--- config.mk ---
export PLATFORM = sky130hd
export DESIGN_NAME = ecc_op_ctrl
export DESIGN_NICKNAME = d
export VERILOG_FILES = /design/src/rtl/ecc_op_ctrl_pkg.sv /design/src/rtl/ecc_op_ctrl_watchdog.sv /design/src/rtl/ecc_op_ctrl.sv
export SDC_FILE = /design/constraint.sdc
export NUM_CORES = 1
export LEC_CHECK = 0
export BUFFER_PORTS_ARGS = -buffer_cell sky130_fd_sc_hd__buf_4
export CORE_UTILIZATION = 44
export CTS_CLUSTER_DIAMETER = 100
export DETAILED_ROUTE_END_ITERATION = 7
export PLACE_DENSITY = 0.78
export SLEW_MARGIN = 20
export SYNTH_ARGS = -nofsm -noshare
export SYNTH_HDL_FRONTEND = slang
export SYNTH_HIERARCHICAL = 1
export SYNTH_SLANG_ARGS = --single-unit
--- constraint.sdc ---
create_clock -name clk -period 1.84 [get_ports clk]
set_input_delay 0.368 -clock clk [delete_from_list [all_inputs] [get_ports clk]]
set_output_delay 0.368 -clock clk [all_outputs]
set_load 0.05 [all_outputs]
--- src/rtl/ecc_op_ctrl_pkg.sv ---
`default_nettype none
// ============================================================================
// Module      : ecc_ctrl_pkg
// Description : Shared definitions for the ECC operation sequencer:
//               operation codes, codeword-width codes, the FSM state
//               encoding and the width-to-mask helper.
// Revision    : 1.0 - initial release
// ============================================================================
package ecc_ctrl_pkg;

  // Operation select, taken from CTRL[1:0]
  localparam logic [1:0] OP_ENC  = 2'b00;
  localparam logic [1:0] OP_DEC  = 2'b01;
  localparam logic [1:0] OP_FULL = 2'b10;
  localparam logic [1:0] OP_ILL  = 2'b11;

  // Codeword width select, taken from CODEWORD_WIDTH[1:0]
  localparam logic [1:0] W8      = 2'b00;
  localparam logic [1:0] W16     = 2'b01;
  localparam logic [1:0] W32     = 2'b10;
  localparam logic [1:0] W_ILL   = 2'b11;

  typedef enum logic [2:0] {
    S_IDLE = 3'd0,
    S_ENC  = 3'd1,
    S_DEC  = 3'd2,
    S_DONE = 3'd3,
    S_ERR  = 3'd4
  } state_t;

  // Mask of the active codeword bits; the illegal code yields an empty mask
  // (the operation is rejected before the mask is ever applied).
  function automatic logic [31:0] width_mask(input logic [1:0] width);
    case (width)
      W8:      width_mask = 32'h0000_00FF;
      W16:     width_mask = 32'h0000_FFFF;
      W32:     width_mask = 32'hFFFF_FFFF;
      default: width_mask = 32'h0000_0000;
    endcase
  endfunction

endpackage
`default_nettype wire

--- src/rtl/ecc_op_ctrl_watchdog.sv ---
`default_nettype none
// ============================================================================
// Module      : ecc_op_watchdog
// Description : Per-phase cycle counter for the ECC sequencer. Cleared
//               while the sequencer is outside a datapath phase or when a
//               phase completes; counts while enabled and flags expiry when
//               the count reaches TIMEOUT_CYC-1. Only instantiated when
//               ECC_OP_CTRL_TIMEOUT_EN is defined.
// Revision    : 1.0 - initial release
// Ports       : clk, rst (async, active-low)
//               clear   - force count to zero
//               enable  - count this cycle (phase active)
//               expired - count has reached the limit while enabled
// ============================================================================
module ecc_op_watchdog
  import ecc_ctrl_pkg::*;
#(
  parameter int TIMEOUT_CYC = 64
) (
  input  logic clk,
  input  logic rst,
  input  logic clear,
  input  logic enable,
  output logic expired
);

  localparam int              CNT_W = (TIMEOUT_CYC > 1) ? $clog2(TIMEOUT_CYC) : 1;
  localparam logic [CNT_W-1:0] LIMIT = CNT_W'(TIMEOUT_CYC - 1);

  logic [CNT_W-1:0] count;

  always_ff @(posedge clk or negedge rst) begin
    if (!rst) begin
      count <= '0;
    end else if (clear) begin
      count <= '0;
    end else if (enable && !expired) begin
      count <= count + CNT_W'(1);
    end
  end

  assign expired = enable && (count == LIMIT);

endmodule
`default_nettype wire

--- src/rtl/ecc_op_ctrl.sv ---
`default_nettype none
// ============================================================================
// Module      : ecc_op_ctrl
// Description : Operation sequencer for the ECC encoder/decoder datapath.
//               On a CTRL write it runs one encode, decode or full-channel
//               (encode, add noise, decode) operation through the encoder
//               and decoder using a start/done handshake, and returns the
//               result, the error count and status.
// Revision    : 1.0 - initial release
// Options     : ECC_OP_CTRL_TIMEOUT_EN - per-phase watchdog; a phase that
//               does not complete within TIMEOUT_CYC cycles ends in ERR with
//               num_of_errors = 3.
// Ports       : clk, rst (async, active-low)
//               start, ctrl, data_in, codeword_width, noise - register bank
//               enc_start/enc_din/enc_done/enc_dout         - encoder
//               dec_start/dec_din/dec_done/dec_dout/dec_err - decoder
//               busy, data_out, data_out_valid, num_of_errors, op_err
// ============================================================================
module ecc_op_ctrl
  import ecc_ctrl_pkg::*;
#(
  parameter int AMBA_WORD   = 32,
  parameter int TIMEOUT_CYC = 64
) (
  input  logic                 clk,
  input  logic                 rst,
  input  logic                 start,
  input  logic [AMBA_WORD-1:0] ctrl,
  input  logic [AMBA_WORD-1:0] data_in,
  input  logic [AMBA_WORD-1:0] codeword_width,
  input  logic [AMBA_WORD-1:0] noise,
  output logic                 enc_start,
  output logic [AMBA_WORD-1:0] enc_din,
  input  logic                 enc_done,
  input  logic [AMBA_WORD-1:0] enc_dout,
  output logic                 dec_start,
  output logic [AMBA_WORD-1:0] dec_din,
  input  logic                 dec_done,
  input  logic [AMBA_WORD-1:0] dec_dout,
  input  logic [1:0]           dec_err,
  output logic                 busy,
  output logic [AMBA_WORD-1:0] data_out,
  output logic                 data_out_valid,
  output logic [1:0]           num_of_errors,
  output logic                 op_err
);

  state_t               state;
  logic [1:0]           op_q;
  logic [AMBA_WORD-1:0] mask_q;
  logic [AMBA_WORD-1:0] noise_q;
  logic [AMBA_WORD-1:0] mask_in;
  logic                 enc_ack;
  logic                 dec_ack;

  assign mask_in = AMBA_WORD'(width_mask(codeword_width[1:0]));

  // A done pulse is honoured only after the start pulse: the cycle in which
  // the (registered) start is still high is the phase entry cycle.
  assign enc_ack = (state == S_ENC) && enc_done && !enc_start;
  assign dec_ack = (state == S_DEC) && dec_done && !dec_start;

  logic unused_bits;
  assign unused_bits = ^{ctrl[AMBA_WORD-1:2], codeword_width[AMBA_WORD-1:2]};

`ifdef ECC_OP_CTRL_TIMEOUT_EN
  logic wd_clear;
  logic wd_enable;
  logic wd_expired;

  // Restart the count on every phase entry, including ENC -> DEC.
  assign wd_enable = (state == S_ENC) || (state == S_DEC);
  assign wd_clear  = !wd_enable || enc_ack;

  ecc_op_watchdog #(
    .TIMEOUT_CYC (TIMEOUT_CYC)
  ) u_watchdog (
    .clk     (clk),
    .rst     (rst),
    .clear   (wd_clear),
    .enable  (wd_enable),
    .expired (wd_expired)
  );
`else
  logic unused_timeout;
  assign unused_timeout = (TIMEOUT_CYC > 0);
`endif

  always_ff @(posedge clk or negedge rst) begin
    if (!rst) begin
      state          <= S_IDLE;
      op_q           <= '0;
      mask_q         <= '0;
      noise_q        <= '0;
      enc_start      <= 1'b0;
      enc_din        <= '0;
      dec_start      <= 1'b0;
      dec_din        <= '0;
      busy           <= 1'b0;
      data_out       <= '0;
      data_out_valid <= 1'b0;
      num_of_errors  <= 2'd0;
      op_err         <= 1'b0;
    end else begin
      enc_start      <= 1'b0;
      dec_start      <= 1'b0;
      data_out_valid <= 1'b0;

      case (state)
        S_IDLE: begin
          if (start) begin
            op_q    <= ctrl[1:0];
            mask_q  <= mask_in;
            noise_q <= noise & mask_in;
            busy    <= 1'b1;
            op_err  <= 1'b0;
            if ((ctrl[1:0] == OP_ILL) || (codeword_width[1:0] == W_ILL)) begin
              op_err <= 1'b1;
              state  <= S_ERR;
            end else if (ctrl[1:0] == OP_DEC) begin
              dec_din   <= data_in & mask_in;
              dec_start <= 1'b1;
              state     <= S_DEC;
            end else begin
              enc_din   <= data_in & mask_in;
              enc_start <= 1'b1;
              state     <= S_ENC;
            end
          end
        end

        S_ENC: begin
          if (enc_ack) begin
            if (op_q == OP_FULL) begin
              // Channel model: the noise pattern flips bits of the codeword.
              dec_din   <= enc_dout ^ noise_q;
              dec_start <= 1'b1;
              state     <= S_DEC;
            end else begin
              data_out       <= enc_dout & mask_q;
              num_of_errors  <= 2'd0;
              data_out_valid <= 1'b1;
              state          <= S_DONE;
            end
          end
`ifdef ECC_OP_CTRL_TIMEOUT_EN
          else if (wd_expired) begin
            op_err        <= 1'b1;
            num_of_errors <= 2'b11;
            state         <= S_ERR;
          end
`endif
        end

        S_DEC: begin
          if (dec_ack) begin
            data_out       <= dec_dout & mask_q;
            num_of_errors  <= dec_err;
            data_out_valid <= 1'b1;
            state          <= S_DONE;
          end
`ifdef ECC_OP_CTRL_TIMEOUT_EN
          else if (wd_expired) begin
            op_err        <= 1'b1;
            num_of_errors <= 2'b11;
            state         <= S_ERR;
          end
`endif
        end

        S_DONE: begin
          busy  <= 1'b0;
          state <= S_IDLE;
        end

        S_ERR: begin
          op_err <= 1'b1;
          busy   <= 1'b0;
          state  <= S_IDLE;
        end

        default: begin
          busy  <= 1'b0;
          state <= S_IDLE;
        end
      endcase
    end
  end

endmodule
`default_nettype wire

==> results of run 1 <==
-- flip-flops by register name, indices dropped and copies added (netlist names) --
name and flops:
data_out 32, dec_din 32, enc_din 32, noise_q 32
mask_q 3, state 3, num_of_errors 2, op_q 2
busy 1, data_out_valid 1, dec_start 1, enc_start 1
op_err 1
-- layout by cell type (no fill, tap or decap), types with 2 or more instances in the layout --
cell type / instances
sky130_fd_sc_hd__a21oi_1: 2
sky130_fd_sc_hd__a2bb2oi_4: 2
sky130_fd_sc_hd__and2_1: 13
sky130_fd_sc_hd__buf_12: 13
sky130_fd_sc_hd__buf_4: 265
sky130_fd_sc_hd__buf_6: 2
sky130_fd_sc_hd__bufinv_16: 4
sky130_fd_sc_hd__clkbuf_16: 18
sky130_fd_sc_hd__clkbuf_8: 2
sky130_fd_sc_hd__clkinv_4: 2
sky130_fd_sc_hd__clkinvlp_4: 3
sky130_fd_sc_hd__dfrtp_1: 142
sky130_fd_sc_hd__ha_1: 2
sky130_fd_sc_hd__inv_1: 30
sky130_fd_sc_hd__inv_6: 2
sky130_fd_sc_hd__mux2_2: 58
sky130_fd_sc_hd__mux2_4: 17
sky130_fd_sc_hd__mux2i_1: 88
sky130_fd_sc_hd__nand2_1: 119
sky130_fd_sc_hd__nand2b_1: 33
sky130_fd_sc_hd__nor2_1: 6
sky130_fd_sc_hd__nor2b_1: 2
sky130_fd_sc_hd__o21ai_0: 36
sky130_fd_sc_hd__o2bb2ai_1: 2
sky130_fd_sc_hd__xnor2_1: 20
sky130_fd_sc_hd__xor2_1: 12
-- worst reg2reg max path, delay by kind of cell (launching register included) --
family | cells | cell delay, ns
buf+inv | 1 | 0.16
mux | 1 | 0.29
simple gates | 1 | 0.60
compound gates | 1 | 0.20
flops | 1 | 0.44
-- path summary, 6_finish.rpt --
path / start / endpoint / cells after the start
setup reg to reg: state[2] / dec_din[7] / 4
setup / recovery: state[2] / dec_din[7] / 4
hold reg to reg: noise_q[20] / noise_q[20] / 2
hold / removal: dec_err[1] / num_of_errors[1] / 2
max in group asynchronous: rst / dec_din[10] / 3
min in group asynchronous: rst / data_out[18] / 2
-- power by group --
part / leakage (nW) / switching, W / internal [W]
combinational: 2.91 / 0.00553 / 0.00356
clock: 0.303 / 0.00135 / 0.00235
sequential: 1.86 / 0.000847 / 0.00437
-- layout make-up --
class                           count  area [sq um]
Clock buffer                       20         456.7
Timing Repair Buffer              283          2322
Sequential cell                   143          3580
Inverter                           31         116.4
Tap cell                          216         270.3
Clock inverter                     12         182.7
Multi-Input combinational cell    423          3244
Fill cell                        1294          5655
-- metrics by stage --
step	instances	utilization	instance area (sq um)	power, W
floorplan	635	-	7097	0.01126
global placement	1085	0.5903	9343	0.01394
detailed placement	1085	0.5903	9343	0.01413
CTS	1126	0.6402	10130	0.01812
global route	1128	0.6427	10170	0.01890
finish	1128	0.6427	10170	0.01802
-- metal layers --
layer	global-route usage	vias up
li1	-	2641
met1	0.2814	2602
met2	0.4118	205
met3	0.08025	19
met4	0.07958	0
met5	0	-
-- timing repair --
item | 4_1_cts | 5_1_grt
setup endpoints to repair | 79 | 18
hold buffers | 1 | 0
cloned | 1 | 1
pin swaps | 1 | 1
hold endpoints to repair | 42 | 0
gates resized for setup | 10 | 2
setup buffers | 7 | 1
-- cells by family after synthesis --
logic type | share of synthesized area
simple gates | 0.1176
flops | 0.5050
fa+ha+maj | 0.003531
buf+inv | 0.04397
mux | 0.2525
xor+xnor | 0.03956
compound gates | 0.03779
==> tab_implementation.tex, run 1 <==
\begin{tabular}{lr}
\hline
Metric & Value \\
\hline
\multicolumn{2}{l}{\textbf{Status}} \\
Outcome & finished, final reports clean \\
\multicolumn{2}{l}{\textbf{Worst setup path}} \\
Critical Path Start Type & flop \\
Cell with the biggest individual delay on the critical path & sky130\_fd\_sc\_hd\_\_or4b\_4 \\
Max FO, Critical Path & 6 \\
Arrival time of data at the critical path endpoint & 2.10 ns \\
Required time at the worst-slack endpoint & $\sim$2.1 ns \\
Ordered cell list for the critical path & or4b\_4, a2bb2oi\_4, buf\_12, mux2\_4 \\
Crit path largest cell delay & 0.60 ns \\
Kind of cell with the highest combined delay on the critical path & simple AND/OR/NAND/NOR gates \\
Number of buffers and inverters on the critical path & 1 \\
Type of destination of the critical path & flop \\
Crit path kind & reg2reg \\
Register-to-Register Setup Slack & roughly 0.040 ns \\
\multicolumn{2}{l}{\textbf{Flow run}} \\
Number of violations of the max-capacitance limit & 0 \\
\multicolumn{2}{l}{\textbf{Floorplanning}} \\
Top-level port count & 302 \\
Number of rows created at floorplan & 46 \\
Core area & between 0.015 and 0.02 sq mm \\
Die Y-Extent & 128.9 um \\
Initial cell density of the core & 0.4477 \\
Die Outline Area & between 0.015 and 0.02 sq mm \\
Die Span X & approximately 130 um \\
\multicolumn{2}{l}{\textbf{CTS}} \\
Num Clock Sinks & 143 \\
TritonCTS clock tree & done \\
Buffer depth of the longest clock path & 2 \\
Root buffer selected by CTS & sky130\_fd\_sc\_hd\_\_clkbuf\_16 \\
Maximum level of the CTS H-tree & 4 \\
Clock latency of the later-clocked register in the worst-skew pair & 0.42 ns \\
Clock buffers created by TritonCTS & 17 \\
Clock transition at the registers of the reported paths & 0.06 ns \\
\multicolumn{2}{l}{\textbf{Synthesis}} \\
Leading cell type by number of instances after synthesis & sky130\_fd\_sc\_hd\_\_dfrtp\_1 \\
Top post-synthesis cells by count & sky130\_fd\_sc\_hd\_\_dfrtp\_1, sky130\_fd\_sc\_hd\_\_nand2\_1, sky130\_fd\_sc\_hd\_\_mux2i\_1 \\
Number of synthesized flops with an enable pin & 0 \\
Synth warn & 6 \\
Fraction of synthesized cell area taken by the top area cell type & 0.5050 \\
Share of flip-flops with an asynchronous set or reset & 1.000 \\
Synthesized instance count & approximately 640 \\
Library cells used by synthesis & 32 \\
Largest area contributor in the netlist & sky130\_fd\_sc\_hd\_\_dfrtp\_1 \\
Post-synthesis instance area & 0.007086 sq mm \\
Ys flop type & sky130\_fd\_sc\_hd\_\_dfrtp\_1 \\
Register bit total from synthesis & 143 \\
Portion of the post-synthesis area used by sequential elements & 0.5050 \\
Number of nets in the synthesized netlist & 836 \\
Per-instance average area after synthesis & $\sim$11 sq um \\
Synth area leaders & sky130\_fd\_sc\_hd\_\_dfrtp\_1, sky130\_fd\_sc\_hd\_\_mux2i\_1, sky130\_fd\_sc\_hd\_\_mux2\_2, sky130\_fd\_sc\_hd\_\_nand2\_1, sky130\_fd\_sc\_hd\_\_mux2\_4 \\
\multicolumn{2}{l}{\textbf{STA}} \\
Highest attainable clock frequency & 555.4 MHz \\
Final setup violation count & 0 \\
Setup skew after layout & 0.01131 ns \\
Hold Fails Final Rpt & 0 \\
Headroom to the max-slew limit & 0.5851 \\
Total count of max-transition violations in the final report & 0 \\
Transition time of the tightest slew-check pin & 0.6201 ns \\
Final worst slack & 0.03958 ns \\
Final sum of negative setup slack & 0 ns \\
Worst Hold Margin & 0.1594 ns \\
Min Tclk post-route & 1.800 ns \\
Unrepaired setup endpoints after global routing & false \\
Final critical-path share of the clock period & 0.9785 \\
\multicolumn{2}{l}{\textbf{Placed design}} \\
Count of input and output buffers & 241 \\
Post-detail-place hpwl & 13.87 mm \\
Global placement routability congestion & 0.7964 \\
Setup slack after placement & -0.4533 ns \\
\multicolumn{2}{l}{\textbf{Layout}} \\
Antenna Diode Count & 0 \\
Post-layout nets & 1100 \\
Layout cell share with drive strength beyond 1 & 0.4375 \\
Layout overhead on the synthesized area & 43.56\% \\
\multicolumn{2}{l}{\textbf{Routing}} \\
Final wirelength & 19.31 mm \\
Met2 WL & 9.431 mm \\
Max Used Layer & met4 \\
Total length of routed met3 wires & around 1.7 mm \\
Antenna-violating nets left & 0 \\
DRT iter0 DRCs & 217 \\
Number of vias per cell & 4.847 \\
Post-route DRC & 0 \\
Total via count in the routed design & approximately 5500 \\
Drt first pass iters & 4 \\
Routed wire per std cell & roughly 17 um \\
Met1 WL & around 7.9 mm \\
\multicolumn{2}{l}{\textbf{Global route}} \\
Number of antenna violations at the first check in global routing & 0 \\
Largest net degree at the start of global routing & 49 \\
Vias in the first global route & 5521 \\
Global-route wire length before repair & 29.53 mm \\
GR Overflow Total & 0 \\
GRT Util Overall & 0.2397 \\
\multicolumn{2}{l}{\textbf{Power}} \\
Maximum resistive drop on vdd & 0.001038 V \\
Leak pwr & 5.073 nW \\
P per Cell Area & 1771 mW/mm\^{}2 \\
\multicolumn{2}{l}{\textbf{Hold path}} \\
Min-delay worst type & in2reg \\
\hline
\end{tabular}
Note: power is estimated with default switching activity, not from simulation.
==> inputs of run 2 (changes only) <==
--- a/config.mk
+++ b/config.mk
@@ -9,7 +9,9 @@
 export CORE_UTILIZATION = 44
 export CTS_CLUSTER_DIAMETER = 100
 export DETAILED_ROUTE_END_ITERATION = 7
+export GPL_TIMING_DRIVEN = 1
 export PLACE_DENSITY = 0.78
+export SETUP_SLACK_MARGIN = 0.2
 export SLEW_MARGIN = 20
 export SYNTH_ARGS = -nofsm -noshare
 export SYNTH_HDL_FRONTEND = slang
==> tab_implementation.tex, run 2 (synthesis results as in run 1) <==
\begin{tabular}{lr}
\hline
Metric & Value \\
\hline
\multicolumn{2}{l}{\textbf{STA}} \\
Final critical-path share of the clock period & 0.9746 \\
Total count of max-transition violations in the final report & 0 \\
Setup skew after layout & 0.007696 ns \\
Headroom to the max-slew limit & 0.5706 \\
Unrepaired setup endpoints after global routing & true \\
Transition time of the tightest slew-check pin & 0.6418 ns \\
Hold Fails Final Rpt & 0 \\
Min Tclk post-route & roughly 1.8 ns \\
Worst Hold Margin & 0.1596 ns \\
Final sum of negative setup slack & 0 ns \\
Final setup violation count & 0 \\
Highest attainable clock frequency & 557.6 MHz \\
\multicolumn{2}{l}{\textbf{Worst setup path}} \\
Critical Path Start Type & flop \\
Arrival time of data at the critical path endpoint & between 2 and 2.5 ns \\
Max FO, Critical Path & 5 \\
Type of destination of the critical path & flop \\
Crit path kind & reg2reg \\
Required time at the worst-slack endpoint & between 2 and 2.5 ns \\
\multicolumn{2}{l}{\textbf{Power}} \\
Maximum resistive drop on vdd & a little under 0.001 V \\
Leak pwr & 5.058 nW \\
P per Cell Area & about 1800 mW/mm\^{}2 \\
Overall power consumption & $\sim$0.018 W \\
\multicolumn{2}{l}{\textbf{Global route}} \\
Number of antenna violations at the first check in global routing & 0 \\
Global-route met3 utilization & 0.07609 \\
Met1 track demand over resource in global routing & 0.2792 \\
Top Usage Layer GRT & met2 \\
GR Overflow Total & 0 \\
GRT Util Overall & 0.2413 \\
Vias in the first global route & 5807 \\
GR Layer Usage met2 & 0.4219 \\
Largest net degree at the start of global routing & between 70 and 80 \\
Global-route wire length before repair & 30.14 mm \\
\multicolumn{2}{l}{\textbf{Status}} \\
Outcome & finished, final reports clean \\
\multicolumn{2}{l}{\textbf{Routing}} \\
Routed wire per std cell & 17.12 um \\
Post-route DRC & 0 \\
DRT iter0 DRCs & 202 \\
Antenna-violating nets left & 0 \\
Drt first pass iters & 4 \\
Final wirelength & roughly 19 mm \\
Number of vias per cell & 4.938 \\
Total via count in the routed design & roughly 5600 \\
\multicolumn{2}{l}{\textbf{Floorplanning}} \\
Initial cell density of the core & 0.4477 \\
Top-level port count & 302 \\
Number of rows created at floorplan & 46 \\
Die Span X & 128.9 um \\
Die Y-Extent & 128.9 um \\
Core area & roughly 0.016 sq mm \\
Die Outline Area & approximately 0.017 sq mm \\
\multicolumn{2}{l}{\textbf{Layout}} \\
Post-layout nets & 1096 \\
Filler Cell Count & between 1000 and 1500 \\
Layout overhead on the synthesized area & 43.58\% \\
Most common cell after layout, fill and taps aside & sky130\_fd\_sc\_hd\_\_buf\_4 \\
Finished Layout Cells & $\sim$1100 \\
Utilization of the core after routing & 0.6428 \\
Commonest non-fill, non-tap cells in the layout & sky130\_fd\_sc\_hd\_\_buf\_4, sky130\_fd\_sc\_hd\_\_dfrtp\_1, sky130\_fd\_sc\_hd\_\_nand2\_1 \\
Layout cell share with drive strength beyond 1 & 0.4416 \\
Antenna Diode Count & 0 \\
\multicolumn{2}{l}{\textbf{Placed design}} \\
Post-detail-place hpwl & 13.26 mm \\
Count of input and output buffers & 241 \\
Placed instance count & 1081 \\
Global placement routability congestion & 0.7942 \\
\multicolumn{2}{l}{\textbf{CTS}} \\
Maximum level of the CTS H-tree & 4 \\
Num Clock Sinks & 143 \\
TritonCTS clock tree & done \\
Clock latency of the later-clocked register in the worst-skew pair & 0.42 ns \\
Buffer depth of the longest clock path & 2 \\
Clock buffers created by TritonCTS & 17 \\
Root buffer selected by CTS & sky130\_fd\_sc\_hd\_\_clkbuf\_16 \\
Clock transition at the registers of the reported paths & 0.06 ns \\
\multicolumn{2}{l}{\textbf{Flow run}} \\
Number of violations of the max-capacitance limit & 0 \\
\multicolumn{2}{l}{\textbf{Hold path}} \\
Min-delay worst type & in2reg \\
\hline
\end{tabular}
-- run 2: cell count changes in the layout (fill, tap and decap cells not counted), sizes merged --
cell,before,now
buf,281,277
bufinv,4,5
clkbuf,21,19
clkinv,3,8
clkinvlp,3,2
inv,33,30
-- run 2: cell type report --
| type | instances | area [sq um] | share of cell area |
|---|---|---|---|
| Clock buffer | 18 | 439.2 | 0.04317 |
| Clock inverter | 14 | 215.2 | 0.02115 |
| Inverter | 31 | 128.9 | 0.01267 |
| Multi-Input combinational cell | 423 | 3273 | 0.3217 |
| Sequential cell | 143 | 3581 | 0.3520 |
| Tap cell | 216 | 270.3 | 0.02656 |
| Timing Repair Buffer | 279 | 2266 | 0.2227 |
-- run 2: worst paths after layout --
path	start	to	slack, ns	cells after the start
setup / recovery	state[2]	dec_din[10]	0.05	4
hold / removal	dec_err[1]	num_of_errors[1]	0.16	2
setup reg to reg	state[2]	dec_din[10]	0.05	4
hold reg to reg	noise_q[12]	noise_q[12]	0.50	2
max in group asynchronous	rst	dec_start	0.78	3
min in group asynchronous	rst	data_out[19]	0.47	2
-- run 2: power breakdown --
group          switching (W)  internal (W)
clock network        0.00138       0.00244
registers           0.000831       0.00437
logic                0.00557       0.00350
-- run 2: worst max-delay path, cell delays in order, from the launching register on --
cell                        delay, ns
sky130_fd_sc_hd__dfrtp_2         0.44
sky130_fd_sc_hd__or4b_4          0.59
sky130_fd_sc_hd__a2bb2oi_4       0.19
sky130_fd_sc_hd__buf_6           0.16
sky130_fd_sc_hd__mux2_4          0.29
-- run 2: layer usage --
metal  share of wire  vias up
met1            0.41     2683
met5               0        -
met4           0.017        0
met2            0.50      201
li1                -     2638
met3           0.077       28
-- run 2: timing repair --
| item | in CTS | in global routing |
|---|---|---|
| hold buffers | 1 | 0 |
| endpoints found under the setup margin | 131 | 125 |
| gates resized for setup | 17 | 5 |
| buffers inserted | 8 | 0 |
| hold endpoints to repair | 41 | 0 |
| pin swaps | 4 | 0 |
| gates cloned | 1 | 1 |
-- run 2: metrics by stage --
stage	cell area, sq um	setup WS (ns)
finish	10170	0.04674
global route	10170	0.01332
CTS	10130	0.03525
detailed placement	9319	-0.4612
global placement	9319	-0.4199
floorplan	7139	0.01874
==> inputs of run 3 (changes only) <==
--- a/config.mk
+++ b/config.mk
@@ -6,6 +6,8 @@
 export NUM_CORES = 1
 export LEC_CHECK = 0
 export BUFFER_PORTS_ARGS = -buffer_cell sky130_fd_sc_hd__buf_4
+export CAP_MARGIN = 30
+export CORE_ASPECT_RATIO = 0.75
 export CORE_UTILIZATION = 44
 export CTS_CLUSTER_DIAMETER = 100
 export DETAILED_ROUTE_END_ITERATION = 7
==> tab_implementation.tex, run 3 (synthesis results as in run 1) <==
\begin{tabular}{lr}
\hline
Metric & Value \\
\hline
\multicolumn{2}{l}{\textbf{Routing}} \\
Post-route DRC & 0 \\
Total via count in the routed design & 5636 \\
Number of vias per cell & 5.028 \\
Routed wire per std cell & around 18 um \\
Antenna-violating nets left & 0 \\
Drt first pass iters & 4 \\
DRT iter0 DRCs & 193 \\
Final wirelength & 20.70 mm \\
\multicolumn{2}{l}{\textbf{STA}} \\
Min Tclk post-route & approximately 1.9 ns \\
Headroom to the max-slew limit & 0.6389 \\
Transition time of the tightest slew-check pin & 0.5416 ns \\
Final setup violation count & 10 \\
Final worst slack & -0.03310 ns \\
Hold Fails Final Rpt & 0 \\
Setup skew after layout & 0.009898 ns \\
Highest attainable clock frequency & 533.9 MHz \\
Final critical-path share of the clock period & 1.018 \\
Unrepaired setup endpoints after global routing & true \\
Worst Hold Margin & 0.1622 ns \\
Total count of max-transition violations in the final report & 0 \\
\multicolumn{2}{l}{\textbf{Worst setup path}} \\
Required time at the worst-slack endpoint & roughly 2.1 ns \\
Type of destination of the critical path & flop \\
R2r worst-path depth & 4 \\
Cell with the biggest individual delay on the critical path & sky130\_fd\_sc\_hd\_\_or4b\_4 \\
Crit path kind & reg2reg \\
Number of buffers and inverters on the critical path & 1 \\
Ordered cell list for the critical path & or4b\_4, a2bb2oi\_4, clkbuf\_16, mux2\_4 \\
Crit path largest cell delay & 0.60 ns \\
Critical path depth & 4 \\
Kind of cell with the highest combined delay on the critical path & simple AND/OR/NAND/NOR gates \\
Max FO, Critical Path & 7 \\
Arrival time of data at the critical path endpoint & 2.17 ns \\
Critical Path Start Type & flop \\
\multicolumn{2}{l}{\textbf{Global route}} \\
GR Overflow Total & 0 \\
Largest net degree at the start of global routing & 74 \\
Global-route wire length before repair & between 30 and 40 mm \\
Vias in the first global route & 5693 \\
GRT Util Overall & 0.2430 \\
Number of antenna violations at the first check in global routing & 0 \\
\multicolumn{2}{l}{\textbf{CTS}} \\
Clock buffers created by TritonCTS & 17 \\
Maximum level of the CTS H-tree & 4 \\
Clock transition at the registers of the reported paths & 0.06 ns \\
Clock latency of the later-clocked register in the worst-skew pair & 0.42 ns \\
Num Clock Sinks & 143 \\
TritonCTS clock tree & done \\
Root buffer selected by CTS & sky130\_fd\_sc\_hd\_\_clkbuf\_16 \\
Buffer depth of the longest clock path & 2 \\
\multicolumn{2}{l}{\textbf{Layout}} \\
Finished Layout Cells & about 1100 \\
Filler Cell Count & between 1000 and 1500 \\
Post-route cell area & between 0.01 and 0.015 sq mm \\
Post-layout nets & 1106 \\
Layout cell share with drive strength beyond 1 & 0.4487 \\
Most common cell after layout, fill and taps aside & sky130\_fd\_sc\_hd\_\_buf\_4 \\
Register cell area after layout & between 0.003 and 0.004 sq mm \\
Multi-input gate area & roughly 0.0033 sq mm \\
Layout overhead on the synthesized area & 46.37\% \\
Antenna Diode Count & 0 \\
Commonest non-fill, non-tap cells in the layout & sky130\_fd\_sc\_hd\_\_buf\_4, sky130\_fd\_sc\_hd\_\_dfrtp\_1, sky130\_fd\_sc\_hd\_\_nand2\_1 \\
\multicolumn{2}{l}{\textbf{Floorplanning}} \\
Number of rows created at floorplan & 39 \\
Die Span X & 148.5 um \\
Core area & 0.01547 sq mm \\
Top-level port count & $\sim$300 \\
Die Y-Extent & 111.9 um \\
Die Outline Area & about 0.017 sq mm \\
Initial cell density of the core & 0.4581 \\
\multicolumn{2}{l}{\textbf{Placed design}} \\
Post-detail-place hpwl & 13.34 mm \\
Global placement routability congestion & a little over 0.8 \\
Post-Place Cell Area & 0.009285 sq mm \\
Count of input and output buffers & 241 \\
Placed instance count & 1068 \\
\multicolumn{2}{l}{\textbf{Power}} \\
P per Cell Area & between 1500 and 2000 mW/mm\^{}2 \\
Maximum resistive drop on vdd & 0.001381 V \\
Leak pwr & 5.159 nW \\
\multicolumn{2}{l}{\textbf{Hold path}} \\
Min-Delay Path Depth & 2 \\
Min-delay worst type & in2reg \\
\multicolumn{2}{l}{\textbf{Status}} \\
Failing checks & negative setup slack \\
Outcome & complete, but fails checks \\
\multicolumn{2}{l}{\textbf{Flow run}} \\
Number of violations of the max-capacitance limit & 0 \\
\hline
\end{tabular}
## run 3: cell types whose count changed in the layout (fill, tap and decap cells not counted), sizes merged
cell / before / now
inv: 30 / 32
clkinvlp: 2 / 3
clkbuf: 19 / 25
clkinv: 8 / 2
buf: 277 / 284
bufinv: 5 / 4
a2bb2oi: 2 / 1
## run 3: path summary, 6_finish.rpt
| check | to | from | slack, ns |
|---|---|---|---|
| worst max register to register | dec_din[15] | state[2] | -0.03 |
| min in group asynchronous | enc_din[3] | rst | 0.42 |
| worst max-delay path | dec_din[15] | state[2] | -0.03 |
| max in group asynchronous | state[1] | rst | 0.80 |
| worst min-delay path | num_of_errors[0] | dec_err[0] | 0.16 |
| worst min register to register | noise_q[11] | noise_q[11] | 0.50 |
## run 3: power by group
group          leakage (nW)  internal, W  switching [W]
sequential             1.85      0.00437       0.000866
clock                 0.294      0.00233        0.00134
combinational          3.01      0.00393        0.00581
total                  5.16       0.0106        0.00802
## run 3: layout make-up
type                    instances  area share
clock buffers                  20     0.04403
clock inverters                10     0.01556
inverters                      31     0.01170
multi-input cells             422      0.3144
flip-flops and latches        143      0.3454
well taps                     205     0.02473
repair buffers                290      0.2442
## run 3: per-layer routing
metal / wire, um / track usage / up-vias
met5: 0 / 0 / -
met4: 304 / 0.07835 / 0
met3: 1709 / 0.07336 / 22
met2: 9753 / 0.3919 / 211
met1: 8934 / 0.3119 / 2749
li1: - / - / 2654
## run 3: worst register-to-register path, cell delays in order, from the launching register on
cell,delay [ns]
sky130_fd_sc_hd__dfrtp_2,0.45
sky130_fd_sc_hd__or4b_4,0.61
sky130_fd_sc_hd__a2bb2oi_4,0.21
sky130_fd_sc_hd__clkbuf_16,0.19
sky130_fd_sc_hd__mux2_4,0.31
## run 3: repair_timing
| item | CTS | global route |
|---|---|---|
| resized for setup | 19 | 34 |
| endpoints found under the setup margin | 129 | 134 |
| gates cloned | 3 | 6 |
| hold endpoints to repair | 36 | 0 |
| buffers inserted | 8 | 5 |
| pin swaps | 3 | 2 |
| hold buffers | 1 | 0 |
## run 3: through the flow
step / setup WS [ns] / TNS [ns] / total power [W] / utilization
floorplan: 0.01874 / 0 / 0.01132 / -
global placement: -0.4068 / -13.15 / 0.01386 / 0.5985
CTS: 0.03372 / 0 / 0.01828 / 0.6564
detailed placement: -0.3611 / -10.02 / 0.01406 / 0.6003
global route: -0.06433 / -1.996 / 0.01948 / 0.6705
finish: -0.03310 / -0.2107 / 0.01865 / 0.6705
